## config.mk

```make
export PLATFORM = sky130hd
export DESIGN_NAME = pc_fetch_sequencer_flat
export DESIGN_NICKNAME = d
export VERILOG_FILES = /design/src/rtl/cpu_pkg.sv /design/src/rtl/pc_fetch_sequencer_if.sv /design/src/rtl/fetch_timeout_counter.sv /design/src/rtl/pc_fetch_sequencer.sv /design/src/flat_wrapper.sv
export SDC_FILE = /design/constraint.sdc
export NUM_CORES = 1
export LEC_CHECK = 0
export BUFFER_PORTS_ARGS = -buffer_cell sky130_fd_sc_hd__buf_2
export CORE_AREA = 2 2 143 145
export CTS_BUF_LIST = sky130_fd_sc_hd__clkbuf_4 sky130_fd_sc_hd__clkbuf_8
export DETAILED_ROUTE_END_ITERATION = 10
export DIE_AREA = 0 0 145 147
export PLACE_DENSITY = 0.68
export REMOVE_ABC_BUFFERS = 1
export SETUP_SLACK_MARGIN = 0.2
export SLEW_MARGIN = 20
export SYNTH_ARGS = -nofsm -noshare
export SYNTH_HDL_FRONTEND = slang
export SYNTH_HIERARCHICAL = 1
export SYNTH_SLANG_ARGS = --single-unit
```

## constraint.sdc

```tcl
create_clock -name CLK -period 3.61 [get_ports CLK]
set_input_delay 0.722 -clock CLK [delete_from_list [all_inputs] [get_ports CLK]]
set_output_delay 0.722 -clock CLK [all_outputs]
set_load 0.05 [all_outputs]
```

## src/rtl/cpu_pkg.sv

```systemverilog
`default_nettype none
//============================================================================
// Module      : cpu_pkg
// Description : Shared types and constants for the fetch sequencer: FSM state
//               encoding, default instruction width, PC alignment mask and a
//               saturating increment helper for the retire counter.
// Revision    : 1.0 - initial release
//============================================================================
package cpu_pkg;

    // Encoding is architecturally visible on the debug 'state' output
    typedef enum logic [2:0] {
        ST_IDLE = 3'd0,
        ST_REQ  = 3'd1,
        ST_WAIT = 3'd2,
        ST_EXEC = 3'd3,
        ST_HALT = 3'd4,
        ST_ERR  = 3'd5
    } fetch_state_t;

    localparam int          INSTR_W_DEF   = 32;
    localparam logic [63:0] PC_ALIGN_MASK = 64'h3;

    // Retire count sticks at all-ones instead of wrapping
    function automatic logic [31:0] sat_inc32(input logic [31:0] v);
        return (v == 32'hFFFF_FFFF) ? v : v + 32'd1;
    endfunction

endpackage
`default_nettype wire

```

## src/rtl/pc_fetch_sequencer_if.sv

```systemverilog
`default_nettype none
//============================================================================
// Module      : pc_fetch_sequencer_if
// Description : Instruction-memory channel: valid/ready request carrying the
//               fetch address, plus a valid-qualified response data return.
// Revision    : 1.0 - initial release
//============================================================================
interface pc_fetch_sequencer_if
    import cpu_pkg::*;
#(
    parameter int INSTR_W = INSTR_W_DEF
) ();

    logic               imem_req_valid;
    logic               imem_req_ready;
    logic [63:0]        imem_req_addr;
    logic               imem_rsp_valid;
    logic [INSTR_W-1:0] imem_rsp_data;

    // Fetch side: issues requests, consumes responses
    modport master (
        output imem_req_valid,
        output imem_req_addr,
        input  imem_req_ready,
        input  imem_rsp_valid,
        input  imem_rsp_data
    );

    // Memory side
    modport slave (
        input  imem_req_valid,
        input  imem_req_addr,
        output imem_req_ready,
        output imem_rsp_valid,
        output imem_rsp_data
    );

endinterface
`default_nettype wire

```

## src/rtl/fetch_timeout_counter.sv

```systemverilog
`default_nettype none
//============================================================================
// Module      : fetch_timeout_counter
// Description : 16-bit wait-cycle counter. tc_o is high during the
//               TIMEOUT_CYC-th enabled cycle after a clear, so the caller can
//               leave on that edge after exactly TIMEOUT_CYC wait cycles.
// Revision    : 1.0 - initial release
//============================================================================
module fetch_timeout_counter #(
    parameter int TIMEOUT_CYC = 255
) (
    input  logic clk_i,
    input  logic rst_ni,
    input  logic clr_i,
    input  logic en_i,
    output logic tc_o
);

    localparam logic [15:0] TC_VAL = 16'(TIMEOUT_CYC - 1);

    logic [15:0] cnt_q;
    logic [15:0] cnt_d;

    // Clear dominates; counting stops at the terminal value
    always_comb begin
        cnt_d = cnt_q;
        if (clr_i) begin
            cnt_d = '0;
        end else if (en_i && (cnt_q != TC_VAL)) begin
            cnt_d = cnt_q + 16'd1;
        end
    end

    // Counter register
    always_ff @(posedge clk_i or negedge rst_ni) begin
        if (!rst_ni) begin
            cnt_q <= '0;
        end else begin
            cnt_q <= cnt_d;
        end
    end

    assign tc_o = (cnt_q == TC_VAL);

endmodule
`default_nettype wire

```

## src/rtl/pc_fetch_sequencer.sv

```systemverilog
`default_nettype none
//============================================================================
// Module      : pc_fetch_sequencer
// Description : Multi-cycle fetch controller. Owns the architectural PC,
//               issues one instruction-memory request per instruction, holds
//               the returned instruction for the datapath and commits the
//               next PC on completion. Flags halt, misaligned targets and
//               memory timeouts; counts retired instructions (saturating).
// Revision    : 1.0 - initial release
//============================================================================
module pc_fetch_sequencer
    import cpu_pkg::*;
#(
    parameter int TIMEOUT_CYC = 255,
    parameter int INSTR_W     = INSTR_W_DEF
) (
    input  logic                 CLK,
    input  logic                 resetl,
    input  logic                 run,
    input  logic [63:0]          startpc,
    pc_fetch_sequencer_if.master imem,
    output logic [INSTR_W-1:0]   instr,
    output logic                 instr_valid,
    input  logic                 ex_done,
    input  logic [63:0]          next_pc,
    input  logic                 halt,
    output logic [63:0]          currentpc,
    output logic [2:0]           state,
    output logic [31:0]          retired,
    output logic                 fetch_err
);

    fetch_state_t       state_q,   state_d;
    logic [63:0]        pc_q,      pc_d;
    logic [31:0]        retired_q, retired_d;
    logic [INSTR_W-1:0] instr_q,   instr_d;

    logic tmr_clr;
    logic tmr_en;
    logic tmr_tc;

    fetch_timeout_counter #(
        .TIMEOUT_CYC (TIMEOUT_CYC)
    ) u_timeout (
        .clk_i  (CLK),
        .rst_ni (resetl),
        .clr_i  (tmr_clr),
        .en_i   (tmr_en),
        .tc_o   (tmr_tc)
    );

    // Next-state and datapath-update decode; inputs are only looked at in
    // the state that owns them, everything else holds
    always_comb begin
        state_d   = state_q;
        pc_d      = pc_q;
        retired_d = retired_q;
        instr_d   = instr_q;
        tmr_clr   = 1'b0;
        tmr_en    = 1'b0;
        case (state_q)
            ST_IDLE: begin
                if (run) begin
                    if (|(startpc & PC_ALIGN_MASK)) begin
                        state_d = ST_ERR;
                    end else begin
                        pc_d      = startpc;
                        retired_d = '0;
                        state_d   = ST_REQ;
                    end
                end
            end
            ST_REQ: begin
                if (imem.imem_req_ready) begin
                    tmr_clr = 1'b1;
                    state_d = ST_WAIT;
                end
            end
            ST_WAIT: begin
                // A response in the terminal cycle still wins over timeout
                if (imem.imem_rsp_valid) begin
                    instr_d = imem.imem_rsp_data;
                    state_d = ST_EXEC;
                end else if (tmr_tc) begin
                    state_d = ST_ERR;
                end else begin
                    tmr_en = 1'b1;
                end
            end
            ST_EXEC: begin
                if (ex_done) begin
                    if (halt) begin
                        retired_d = sat_inc32(retired_q);
                        state_d   = ST_HALT;
                    end else if (|(next_pc & PC_ALIGN_MASK)) begin
                        state_d = ST_ERR;
                    end else begin
                        pc_d      = next_pc;
                        retired_d = sat_inc32(retired_q);
                        state_d   = ST_REQ;
                    end
                end
            end
            ST_HALT: state_d = ST_HALT;
            ST_ERR:  state_d = ST_ERR;
            default: state_d = ST_IDLE;
        endcase
    end

    // State and architectural registers
    always_ff @(posedge CLK or negedge resetl) begin
        if (!resetl) begin
            state_q   <= ST_IDLE;
            pc_q      <= '0;
            retired_q <= '0;
            instr_q   <= '0;
        end else begin
            state_q   <= state_d;
            pc_q      <= pc_d;
            retired_q <= retired_d;
            instr_q   <= instr_d;
        end
    end

    // Moore outputs: decoded from registered state only
    assign imem.imem_req_valid = (state_q == ST_REQ);
    assign imem.imem_req_addr  = pc_q;
    assign instr_valid         = (state_q == ST_EXEC);
    assign fetch_err           = (state_q == ST_ERR);
    assign state               = state_q;
    assign currentpc           = pc_q;
    assign retired             = retired_q;
    assign instr               = instr_q;

endmodule
`default_nettype wire
```

## src/flat_wrapper.sv

```systemverilog
// flat-port wrapper written by rule: the top's interface ports become plain ports
module pc_fetch_sequencer_flat import cpu_pkg::*;
#(
    parameter int TIMEOUT_CYC = 255,
    parameter int INSTR_W     = INSTR_W_DEF
)
  (CLK, resetl, run, startpc, instr, instr_valid, ex_done, next_pc, halt, currentpc, state, retired, fetch_err, imem_imem_req_valid, imem_imem_req_addr, imem_imem_req_ready, imem_imem_rsp_valid, imem_imem_rsp_data);
  pc_fetch_sequencer_if #(.INSTR_W(INSTR_W)) imem_i ();
  input  logic CLK;
  input  logic resetl;
  input  logic run;
  input  logic [63:0] startpc;
  output logic [INSTR_W-1:0] instr;
  output logic instr_valid;
  input  logic ex_done;
  input  logic [63:0] next_pc;
  input  logic halt;
  output logic [63:0] currentpc;
  output logic [2:0] state;
  output logic [31:0] retired;
  output logic fetch_err;
  output wire logic [$bits(imem_i.imem_req_valid)-1:0] imem_imem_req_valid;
  output wire logic [$bits(imem_i.imem_req_addr)-1:0] imem_imem_req_addr;
  input wire logic [$bits(imem_i.imem_req_ready)-1:0] imem_imem_req_ready;
  input wire logic [$bits(imem_i.imem_rsp_valid)-1:0] imem_imem_rsp_valid;
  input wire logic [$bits(imem_i.imem_rsp_data)-1:0] imem_imem_rsp_data;
  assign imem_imem_req_valid = imem_i.imem_req_valid;
  assign imem_imem_req_addr = imem_i.imem_req_addr;
  assign imem_i.imem_req_ready = imem_imem_req_ready;
  assign imem_i.imem_rsp_valid = imem_imem_rsp_valid;
  assign imem_i.imem_rsp_data = imem_imem_rsp_data;
  pc_fetch_sequencer #(.TIMEOUT_CYC(TIMEOUT_CYC), .INSTR_W(INSTR_W)) u_core (.CLK(CLK), .resetl(resetl), .run(run), .startpc(startpc), .imem(imem_i), .instr(instr), .instr_valid(instr_valid), .ex_done(ex_done), .next_pc(next_pc), .halt(halt), .currentpc(currentpc), .state(state), .retired(retired), .fetch_err(fetch_err));
endmodule
```

==> metrics.txt, run 1 <==
# TYPE chip_impl_metric gauge
chip_impl_info{name="cp-start-kind",value="flop"} 1
chip_impl_metric{name="static-leakage-power",unit="uW"} 0.00481
chip_impl_metric{name="worst_clock_skew_on_the_final_layout",unit="ns"} 0.0191
chip_impl_metric{name="synth_seq_area_share",unit=""} 0.480
chip_impl_info{name="cts_root_buffer",value="clkbuf_8"} 1
chip_impl_metric{name="power.share.combinational",unit=""} 0.561
chip_impl_metric{name="wire_length_after_detailed_routing",unit="mm"} 23.5
chip_impl_metric{name="clock-sinks",unit=""} 147
chip_impl_info{name="grt_setup_unrepaired",value="no"} 1
chip_impl_metric{name="layout_cell_share_with_drive_strength_beyond_1",unit=""} 0.427
chip_impl_info{name="yosys.area.top_type",value="dfrtp_1"} 1
chip_impl_metric{name="post_dp_hpwl",unit="mm"} 17.6
chip_impl_metric{name="detailedRoute.firstIterationViolations",unit=""} 514
chip_impl_metric{name="clock_power_share",unit=""} 0.140
chip_impl_metric{name="max_slew_margin",unit=""} 0.364
chip_impl_metric{name="grt_use_met2",unit=""} 0.346
chip_impl_metric{name="detail_route.wl_per_cell",unit="um"} 17.7
chip_impl_metric{name="met1_track_utilization_from_global_routing",unit=""} 0.293
chip_impl_metric{name="ys.warnings.count",unit=""} 6
chip_impl_metric{name="drt_drc_violations_left",unit=""} 0
chip_impl_metric{name="arrival",unit="ns"} 3.47
chip_impl_metric{name="finalCriticalPeriod",unit="ns"} 3.11
chip_impl_metric{name="pin_count_of_the_biggest_net_entering_global_routing",unit=""} 98
chip_impl_metric{name="netlist_area",unit="sq um"} 7660
chip_impl_metric{name="total_neg_setup_slack",unit="ns"} 0
chip_impl_info{name="outcome",value="completed"} 1
chip_impl_metric{name="p_sw",unit="uW"} 5060
chip_impl_metric{name="detailedPlace.worstSlack",unit="ns"} 0.625
chip_impl_metric{name="period_share",unit=""} 0.860
chip_impl_metric{name="critPathMaxFanout",unit=""} 8
chip_impl_metric{name="power_frac_seq",unit=""} 0.298
chip_impl_info{name="holdCritPathClass",value="primary input to asynchronous set/reset pin"} 1
chip_impl_metric{name="netlist.area_leader.share",unit=""} 0.480
chip_impl_metric{name="detail-route-antenna-nets",unit=""} 0
chip_impl_metric{name="globalplace.congestion",unit=""} 0.953
chip_impl_metric{name="ctsHoldBuffers",unit=""} 0
chip_impl_metric{name="fin_ws",unit="ns"} 0.504
chip_impl_metric{name="report.final.hold_viol_count",unit=""} 0
chip_impl_metric{name="drt-pass1-iter-count",unit=""} 5
chip_impl_info{name="synth.area.top_cells",value="dfrtp_1 (48%), mux2i_1 (8.5%), buf_4 (6.6%)"} 1
chip_impl_metric{name="timing.max_cap.violations",unit=""} 0
chip_impl_metric{name="grt_use_met3",unit=""} 0.0438
chip_impl_metric{name="global_route.usage.total",unit=""} 0.214
chip_impl_metric{name="synth_area_per_cell",unit="sq um"} 10.1
chip_impl_metric{name="maxSlewViolCount",unit=""} 0
chip_impl_info{name="global_route.peak_usage_layer",value="met2"} 1
chip_impl_info{name="layout.cells.most_common",value="buf_2"} 1
chip_impl_metric{name="ctsLongestPathBuffers",unit=""} 2
chip_impl_metric{name="via_count_of_the_first_global_routing_pass",unit=""} 6347
chip_impl_metric{name="cts-htree-levels",unit=""} 4
chip_impl_metric{name="grt_remaining_overflow",unit=""} 0
chip_impl_metric{name="synthDistinctLibCells",unit=""} 61
chip_impl_metric{name="antenna_violations_before_repair",unit=""} 4
chip_impl_metric{name="io_buffer_count",unit=""} 364
chip_impl_metric{name="layout.core_utilization",unit=""} 0.484
chip_impl_info{name="tritoncts",value="done"} 1
chip_impl_metric{name="postCtsSetupBuffers",unit=""} 0
chip_impl_metric{name="grt_pass1_wl",unit="mm"} 35.8
chip_impl_metric{name="max-vdd-ir-drop",unit="mV"} 0.695
chip_impl_info{name="synthFlopType",value="dfrtp_1"} 1
chip_impl_info{name="layout_common_cells",value="buf_2 (363), dfrtp_1 (147), nand2_1 (93), o21ai_0 (74), mux2i_1 (65)"} 1
chip_impl_metric{name="finalSetupViolCount",unit=""} 0
chip_impl_metric{name="rows",unit=""} 52
chip_impl_metric{name="floorplan.initialDensity",unit=""} 0.386
chip_impl_metric{name="die_y",unit="um"} 147
chip_impl_info{name="timing.setup.critical_path_class",value="flop to flop"} 1
chip_impl_metric{name="reg_clk_slew_reported_paths",unit="ns"} 0.09
chip_impl_metric{name="routed_via_density",unit=""} 5.13
chip_impl_metric{name="timing.fmax",unit="MHz"} 322
chip_impl_metric{name="final_nets",unit=""} 1210
chip_impl_metric{name="placeableCoreArea",unit="sq um"} 19800
chip_impl_metric{name="num_io_pins",unit=""} 365
chip_impl_metric{name="vias_post_dr",unit=""} 6799
chip_impl_metric{name="flop_and_latch_count_out_of_synthesis",unit=""} 147
chip_impl_metric{name="fp.dieW",unit="um"} 145
chip_impl_metric{name="area_delta_synth_final",unit="%"} 25.4
chip_impl_metric{name="synthArstFlopShare",unit=""} 1.00
chip_impl_metric{name="internal_power_summed_over_all_cells",unit="uW"} 3810
chip_impl_metric{name="postSynthCellCount",unit=""} 756
chip_impl_metric{name="synth_enable_flop_cells",unit=""} 0
chip_impl_metric{name="worst-slew-pin-transition",unit="ns"} 0.942
chip_impl_metric{name="design.die.area",unit="sq um"} 21300
chip_impl_metric{name="worst-endpoint-required",unit="ns"} 3.98
chip_impl_info{name="endpoint_type_of_the_worst_setup_path",value="flop"} 1
chip_impl_metric{name="ctsResizeCount",unit=""} 0
chip_impl_metric{name="power-per-cell-area",unit="nW/um^2"} 924
chip_impl_metric{name="cts_made_buffers",unit=""} 17
chip_impl_metric{name="fin_hold_ws",unit="ns"} 0.347
chip_impl_metric{name="sw_frac_of_total",unit=""} 0.570
chip_impl_metric{name="clkLatencyLatePin",unit="ns"} 0.46
==> logic make-up after synthesis <==
group | Yosys count | share of synthesized area
AO/OA/AOI/OAI | 163 | 0.131
XOR/XNOR | 4 | 0.00458
adder cells (fa/ha/maj) | 3 | 0.00490
buffers and inverters | 115 | 0.0944
flip-flops | 147 | 0.480
multiplexers | 97 | 0.132
AND/OR/NAND/NOR | 227 | 0.152
==> state kept, by name, summed over array words and instances, names as in the netlist <==
signal,cells
u_core/currentpc,64
u_core/instr,32
u_core/retired,32
u_core/state,3
u_core/u_timeout/cnt_q,16
==> layer usage <==
| metal | vias up | part of all wire |
|---|---|---|
| met5 | - | 0 |
| met4 | 0 | 0.021 |
| li1 | 3221 | - |
| met3 | 32 | 0.056 |
| met1 | 3281 | 0.43 |
| met2 | 265 | 0.49 |
==> metrics by stage <==
stage	instance area (sq um)	power (uW)	cells
floorplan	6960	6320	648
detailed placement	9220	7660	1291
global route	9600	9280	1326
finish	9600	8880	1326
global placement	9220	7610	1291
CTS	9590	8930	1323
==> critical path: stages, from the launching register on <==
cell     delay (ns)
dfrtp_1        0.39
inv_1          0.09
ha_1           0.21
and4b_1        0.17
nand4_1        0.21
inv_1          0.13
nor3_1         0.64
nand2_1        0.31
or3_4          0.41
or3_1          0.32
a21oi_1        0.15
==> power by group through the flow <==
stage	registers, uW	clock network [uW]	logic, uW
after floorplan	5490	0	823
after global placement	2660	0	4960
after detailed placement	2660	0	5010
after CTS	2640	1290	5000
after global routing	2720	1360	5200
final	2650	1250	4980
==> synth_stat cells (6+ instances only) <==
master,n
nor4_1,8
nand3_1,21
clkbuf_1,19
mux2i_1,65
nand2_1,93
and4_1,7
buf_2,20
and2_1,6
nand4_1,13
mux2_2,32
inv_1,6
a21oi_1,21
a211o_1,7
a31oi_1,21
o21a_1,6
buf_4,67
nor3_1,23
dfrtp_1,147
nor2_1,18
and3_1,11
o21ai_0,74
==> cell type report <==
class	instances	area [sq um]
Clock buffer	19	249
Sequential cell	147	3680
Antenna cell	3	7.51
Clock inverter	13	129
Inverter	7	28.8
Tap cell	270	338
Multi-Input combinational cell	494	3260
Fill cell	1872	10200
Timing Repair Buffer	373	1910
==> path summary, 6_finish.rpt <==
kind	startpoint	end	slack, ns	cells past startpoint
min reg2reg	u_core/instr[13]	u_core/instr[13]	0.51	1
max reg2reg	u_core/u_timeout/cnt_q[0]	u_core/u_timeout/cnt_q[8]	0.50	10
min in group CLK	imem_imem_rsp_data[20]	u_core/instr[20]	0.49	2
max in group asynchronous	resetl	u_core/retired[21]	2.46	2
min	resetl	u_core/instr[16]	0.35	1
max	u_core/u_timeout/cnt_q[0]	u_core/u_timeout/cnt_q[8]	0.50	10
Note: power is estimated with default switching activity, not from simulation.
==> run 2, diff against run 1 <==
CELL_PAD_IN_SITES_DETAIL_PLACEMENT = 0   (was unset)
CELL_PAD_IN_SITES_GLOBAL_PLACEMENT = 1   (was unset)
CORE_AREA = unset   (was 2 2 143 145)
CORE_UTILIZATION = 38   (was unset)
DIE_AREA = unset   (was 0 0 145 147)
PLACE_DENSITY = 0.87   (was 0.68)
==> metrics.txt, run 2 (synthesis gave the netlist of run 1 again) <==
# TYPE chip_impl_metric gauge
chip_impl_metric{name="drt_drc_violations_left",unit=""} 0
chip_impl_metric{name="finalCriticalPeriod",unit="ns"} 3.09
chip_impl_metric{name="power_frac_seq",unit=""} 0.300
chip_impl_info{name="cp-start-kind",value="flop"} 1
chip_impl_metric{name="critPathMaxFanout",unit=""} 37
chip_impl_metric{name="static-leakage-power",unit="uW"} 0.00481
chip_impl_metric{name="fin_hold_ws",unit="ns"} 0.275
chip_impl_info{name="timing.setup.critical_path_class",value="flop to output pin"} 1
chip_impl_info{name="layout_common_cells",value="buf_2 (363), dfrtp_1 (147), nand2_1 (93), o21ai_0 (74), mux2i_1 (65)"} 1
chip_impl_metric{name="design.die.area",unit="sq um"} 20700
chip_impl_metric{name="pin_count_of_the_biggest_net_entering_global_routing",unit=""} 127
chip_impl_metric{name="timing.max_cap.violations",unit=""} 0
chip_impl_info{name="outcome",value="completed"} 1
chip_impl_metric{name="final_nets",unit=""} 1208
chip_impl_metric{name="layout_cell_share_with_drive_strength_beyond_1",unit=""} 0.426
chip_impl_metric{name="power-per-cell-area",unit="nW/um^2"} 928
chip_impl_metric{name="ctsResizeCount",unit=""} 0
chip_impl_metric{name="cp_slowest_stage_delay",unit="ns"} 0.53
chip_impl_metric{name="post_dp_hpwl",unit="mm"} 17.2
chip_impl_metric{name="drt-pass1-iter-count",unit=""} 5
chip_impl_metric{name="cts-htree-levels",unit=""} 4
chip_impl_info{name="layout.cells.most_common",value="buf_2"} 1
chip_impl_metric{name="clkLatencyLatePin",unit="ns"} 0.44
chip_impl_metric{name="maxSlewViolCount",unit=""} 0
chip_impl_metric{name="p_sw",unit="uW"} 5040
chip_impl_metric{name="rows",unit=""} 51
chip_impl_metric{name="antenna_violations_before_repair",unit=""} 2
chip_impl_metric{name="finalSetupViolCount",unit=""} 0
chip_impl_metric{name="power.share.combinational",unit=""} 0.558
chip_impl_metric{name="report.final.hold_viol_count",unit=""} 0
chip_impl_info{name="tritoncts",value="done"} 1
chip_impl_metric{name="nFillCells",unit=""} 1901
chip_impl_metric{name="detail_route.wl_per_cell",unit="um"} 17.7
chip_impl_metric{name="timing.reg2reg.setup_slack",unit="ns"} 0.55
chip_impl_metric{name="reg_clk_slew_reported_paths",unit="ns"} 0.09
chip_impl_metric{name="largest_register_ffs",unit=""} 64
chip_impl_metric{name="placeableCoreArea",unit="sq um"} 19600
chip_impl_metric{name="timing.fmax",unit="MHz"} 323
chip_impl_metric{name="grt_remaining_overflow",unit=""} 0
chip_impl_metric{name="floorplan.initialDensity",unit=""} 0.391
chip_impl_info{name="holdCritPathClass",value="primary input to asynchronous set/reset pin"} 1
chip_impl_metric{name="via_count_of_the_first_global_routing_pass",unit=""} 6166
chip_impl_metric{name="worst_clock_skew_on_the_final_layout",unit="ns"} 0.0157
chip_impl_metric{name="cts_made_buffers",unit=""} 17
chip_impl_metric{name="max-vdd-ir-drop",unit="mV"} 0.756
chip_impl_metric{name="routed_via_density",unit=""} 5.15
chip_impl_metric{name="internal_power_summed_over_all_cells",unit="uW"} 3850
chip_impl_info{name="worst_path_max_delay_cell",value="dfrtp_1"} 1
chip_impl_metric{name="worst-slew-pin-transition",unit="ns"} 0.869
chip_impl_metric{name="die_y",unit="um"} 144
chip_impl_metric{name="worst-endpoint-required",unit="ns"} 2.89
chip_impl_metric{name="io_buffer_count",unit=""} 364
chip_impl_metric{name="placement.cell_area",unit="sq um"} 9200
chip_impl_metric{name="ctsHoldBuffers",unit=""} 0
chip_impl_info{name="cp_cell_sequence",value="nand2_1 -> or2_1 -> inv_4 -> buf_4 -> buf_2"} 1
chip_impl_metric{name="vias_post_dr",unit=""} 6785
chip_impl_metric{name="detailedRoute.firstIterationViolations",unit=""} 447
chip_impl_metric{name="finalInstanceArea",unit="sq um"} 9580
chip_impl_metric{name="globalplace.congestion",unit=""} 0.865
chip_impl_metric{name="wire_length_after_detailed_routing",unit="mm"} 23.3
chip_impl_metric{name="postCtsSetupBuffers",unit=""} 0
chip_impl_metric{name="grt_pass1_wl",unit="mm"} 35.0
chip_impl_metric{name="detail-route-antenna-nets",unit=""} 0
chip_impl_info{name="endpoint_type_of_the_worst_setup_path",value="output pin"} 1
chip_impl_metric{name="clock-sinks",unit=""} 147
chip_impl_metric{name="arrival",unit="ns"} 2.37
chip_impl_info{name="grt_setup_unrepaired",value="no"} 1
chip_impl_metric{name="clock_power_share",unit=""} 0.142
chip_impl_metric{name="max_slew_margin",unit=""} 0.413
chip_impl_metric{name="area_delta_synth_final",unit="%"} 25.1
chip_impl_metric{name="ctsLongestPathBuffers",unit=""} 2
chip_impl_metric{name="fp.dieW",unit="um"} 144
chip_impl_info{name="cts_root_buffer",value="clkbuf_8"} 1
chip_impl_metric{name="global_route.usage.total",unit=""} 0.225
chip_impl_metric{name="sw_frac_of_total",unit=""} 0.567
chip_impl_metric{name="num_io_pins",unit=""} 365
chip_impl_metric{name="period_share",unit=""} 0.857
run 2: cell count changes in the layout (fill, tap and decap cells not counted), sizes merged:
cell | previous run | this run
diode | 3 | 1
clkinv | 7 | 4
clkbuf | 19 | 22
buf | 373 | 371
run 2: critical path, delay by kind of cell (launching register included):
family	cells	cell delay, ns
AND/OR/NAND/NOR	2	0.44
flip-flops	1	0.53
buffers and inverters	3	0.93
run 2: final cells by class:
| cell class | instances | area (sq um) | share of cell area |
|---|---|---|---|
| Clock buffer | 22 | 284 | 0.0296 |
| Sequential cell | 147 | 3680 | 0.384 |
| Multi-Input combinational cell | 494 | 3260 | 0.341 |
| Timing Repair Buffer | 371 | 1890 | 0.198 |
| Inverter | 7 | 28.8 | 0.00300 |
| Clock inverter | 10 | 98.8 | 0.0103 |
| Antenna cell | 1 | 2.50 | 0.000261 |
| Tap cell | 265 | 332 | 0.0346 |
run 2: worst paths after layout:
check	start	end	depth (start not counted)
worst max-delay path	u_core/state[0]	instr_valid	5
worst min-delay path	resetl	u_core/retired[23]	1
worst max register to register	u_core/u_timeout/cnt_q[0]	u_core/u_timeout/cnt_q[14]	10
worst min register to register	u_core/instr[14]	u_core/instr[14]	1
max in group asynchronous	resetl	u_core/u_timeout/cnt_q[9]	2
min in group CLK	imem_imem_rsp_data[18]	u_core/instr[18]	2
run 2: per-layer routing:
metal / GRT usage / vias to the layer above / wire length (um)
met3: 0.0497 / 19 / 1380
met1: 0.302 / 3286 / 9830
li1: - / 3225 / -
met5: 0 / - / 0
met2: 0.365 / 255 / 11800
met4: 0.0599 / 0 / 287
run 2: stage by stage:
stage / util / total power, uW / setup WS (ns) / setup TNS [ns] / instances
2_1_floorplan: - / 6320 / -0.993 / -64.36 / 648
3_3_place_gp: 0.469 / 7610 / 0.735 / 0 / 1284
3_5_place_dp: 0.469 / 7660 / 0.580 / 0 / 1284
4_1_cts: 0.489 / 8950 / 0.483 / 0 / 1316
5_1_grt: 0.489 / 9310 / 0.300 / 0 / 1317
6_report: 0.489 / 8890 / 0.515 / 0 / 1317
run 2: power by group through the flow:
stage	logic, uW	clock network [uW]	registers [uW]
2_1_floorplan	823	0	5490
3_3_place_gp	4940	0	2660
3_5_place_dp	4980	0	2670
4_1_cts	4980	1310	2660
5_1_grt	5190	1380	2740
6_report	4960	1260	2670
==> run 3, diff against run 2 <==
CELL_PAD_IN_SITES_DETAIL_PLACEMENT = 1   (was 0)
CELL_PAD_IN_SITES_GLOBAL_PLACEMENT = 2   (was 1)
CORE_UTILIZATION = 30   (was 38)
==> metrics.txt, run 3 (synthesis gave the netlist of run 1 again) <==
# TYPE chip_impl_metric gauge
chip_impl_metric{name="grt_pass1_wl",unit="mm"} 39.7
chip_impl_metric{name="fin_hold_ws",unit="ns"} 0.301
chip_impl_metric{name="routed_via_density",unit=""} 4.93
chip_impl_metric{name="maxSlewViolCount",unit=""} 0
chip_impl_metric{name="max_slew_margin",unit=""} 0.425
chip_impl_metric{name="finalInstanceArea",unit="sq um"} 9720
chip_impl_metric{name="detailedPlace.worstSlack",unit="ns"} 0.860
chip_impl_metric{name="reg_clk_slew_reported_paths",unit="ns"} 0.09
chip_impl_metric{name="max-vdd-ir-drop",unit="mV"} 0.854
chip_impl_metric{name="total_neg_setup_slack",unit="ns"} 0
chip_impl_metric{name="global_route.usage.total",unit=""} 0.197
chip_impl_metric{name="ctsLongestPathBuffers",unit=""} 2
chip_impl_metric{name="power-per-cell-area",unit="nW/um^2"} 926
chip_impl_metric{name="cts-htree-levels",unit=""} 4
chip_impl_metric{name="clock-sinks",unit=""} 147
chip_impl_metric{name="fp.dieW",unit="um"} 162
chip_impl_metric{name="worst-slew-pin-transition",unit="ns"} 0.851
chip_impl_metric{name="finalCriticalPeriod",unit="ns"} 2.86
chip_impl_info{name="cts_root_buffer",value="clkbuf_8"} 1
chip_impl_metric{name="area_delta_synth_final",unit="%"} 26.9
chip_impl_metric{name="grt_remaining_overflow",unit=""} 0
chip_impl_metric{name="rows",unit=""} 58
chip_impl_metric{name="design.die.area",unit="sq um"} 26200
chip_impl_metric{name="period_share",unit=""} 0.791
chip_impl_metric{name="die_y",unit="um"} 162
chip_impl_metric{name="detail_route.wl_per_cell",unit="um"} 18.8
chip_impl_metric{name="ctsHoldBuffers",unit=""} 0
chip_impl_metric{name="placeableCoreArea",unit="sq um"} 25100
chip_impl_info{name="cp_cell_sequence",value="nand2_1 -> or2_1 -> inv_4 -> buf_2"} 1
chip_impl_metric{name="critPathMaxFanout",unit=""} 31
chip_impl_metric{name="nFillCells",unit=""} 3030
chip_impl_metric{name="final_nets",unit=""} 1211
chip_impl_metric{name="timing.fmax",unit="MHz"} 350
chip_impl_metric{name="drt_drc_violations_left",unit=""} 0
chip_impl_metric{name="cp_slowest_stage_delay",unit="ns"} 0.54
chip_impl_metric{name="num_io_pins",unit=""} 365
chip_impl_metric{name="placement.cell_area",unit="sq um"} 9300
chip_impl_metric{name="post_dp_hpwl",unit="mm"} 19.8
chip_impl_info{name="timing.setup.critical_path_class",value="flop to output pin"} 1
chip_impl_metric{name="post-layout-total-power",unit="uW"} 9000
chip_impl_metric{name="largest_register_ffs",unit=""} 64
chip_impl_info{name="outcome",value="completed"} 1
chip_impl_info{name="layout.cells.most_common",value="buf_2"} 1
chip_impl_metric{name="vias_post_dr",unit=""} 6837
chip_impl_metric{name="worst_clock_skew_on_the_final_layout",unit="ns"} 0.0216
chip_impl_metric{name="drt-pass1-iter-count",unit=""} 4
chip_impl_info{name="cp-start-kind",value="flop"} 1
chip_impl_metric{name="arrival",unit="ns"} 2.13
chip_impl_info{name="grt_setup_unrepaired",value="no"} 1
chip_impl_metric{name="clkLatencyLatePin",unit="ns"} 0.45
chip_impl_info{name="holdCritPathClass",value="primary input to asynchronous set/reset pin"} 1
chip_impl_metric{name="finalSetupViolCount",unit=""} 0
chip_impl_metric{name="fin_ws",unit="ns"} 0.754
chip_impl_metric{name="postCtsSetupBuffers",unit=""} 0
chip_impl_metric{name="timing.max_cap.violations",unit=""} 0
chip_impl_metric{name="report.final.hold_viol_count",unit=""} 0
chip_impl_metric{name="cts_made_buffers",unit=""} 17
chip_impl_metric{name="floorplan.initialDensity",unit=""} 0.305
chip_impl_metric{name="via_count_of_the_first_global_routing_pass",unit=""} 6983
chip_impl_metric{name="io_buffer_count",unit=""} 364
chip_impl_metric{name="layout_cell_share_with_drive_strength_beyond_1",unit=""} 0.428
chip_impl_metric{name="antenna_violations_before_repair",unit=""} 5
chip_impl_info{name="endpoint_type_of_the_worst_setup_path",value="output pin"} 1
chip_impl_info{name="layout_common_cells",value="buf_2 (363), dfrtp_1 (147), nand2_1 (93), o21ai_0 (74), mux2i_1 (65)"} 1
chip_impl_metric{name="ctsResizeCount",unit=""} 0
chip_impl_metric{name="timing.reg2reg.setup_slack",unit="ns"} 0.85
chip_impl_metric{name="globalplace.congestion",unit=""} 0.786
chip_impl_metric{name="wire_length_after_detailed_routing",unit="mm"} 26.1
chip_impl_metric{name="detail-route-antenna-nets",unit=""} 0
chip_impl_info{name="worst_path_max_delay_cell",value="dfrtp_1"} 1
chip_impl_info{name="tritoncts",value="done"} 1
chip_impl_metric{name="detailedRoute.firstIterationViolations",unit=""} 262
chip_impl_metric{name="worst-endpoint-required",unit="ns"} 2.89
chip_impl_metric{name="ff_latch_area",unit="sq um"} 3680
chip_impl_metric{name="static-leakage-power",unit="uW"} 0.00482
chip_impl_metric{name="multiInputGateArea",unit="sq um"} 3260
chip_impl_metric{name="pin_count_of_the_biggest_net_entering_global_routing",unit=""} 79
## run 3: worst max-delay path, delay by kind of cell (launching register included)
family / cells / cell delay (ns)
DFF: 1 / 0.54
buffers and inverters: 2 / 0.69
and+or+nand+nor: 2 / 0.44
## run 3: final timing paths
path,depth (start not counted),from,endpoint
max,4,u_core/state[1],instr_valid
min reg2reg,1,u_core/instr[5],u_core/instr[5]
max in group asynchronous,2,resetl,u_core/currentpc[3]
max reg2reg,11,u_core/u_timeout/cnt_q[0],u_core/u_timeout/cnt_q[15]
min,1,resetl,u_core/u_timeout/cnt_q[12]
min in group CLK,2,imem_imem_rsp_data[13],u_core/instr[13]
## run 3: final cells by class
cell class | instances | area share
sequential | 147 | 0.379
multi-input combinational | 494 | 0.336
timing repair buffer | 374 | 0.197
tap | 330 | 0.0425
clock buffer | 17 | 0.0241
clock inverter | 15 | 0.0179
inverter | 7 | 0.00296
antenna | 4 | 0.00103
## run 3: where the power goes
| part | internal [uW] | switching (uW) | leakage [uW] | total [uW] |
|---|---|---|---|---|
| Clock | 633 | 717 | 0.000193 | 1350 |
| Combinational | 1060 | 3930 | 0.00272 | 5000 |
| Sequential | 2180 | 479 | 0.00191 | 2660 |
| Total | 3870 | 5130 | 0.00482 | 9000 |
## run 3: stage by stage
stage                     utilization  cells
after floorplan                     -    648
after global routing            0.387   1387
after global placement          0.370   1352
after CTS                       0.387   1384
final                           0.387   1388
after detailed placement        0.370   1352
## run 3: per-layer routing
metal	routed length (um)	GRT usage	vias up
li1	-	-	3235
met1	11000	0.250	3386
met2	13400	0.342	202
met3	1430	0.0403	14
met4	218	0.0493	0
met5	0	0	-
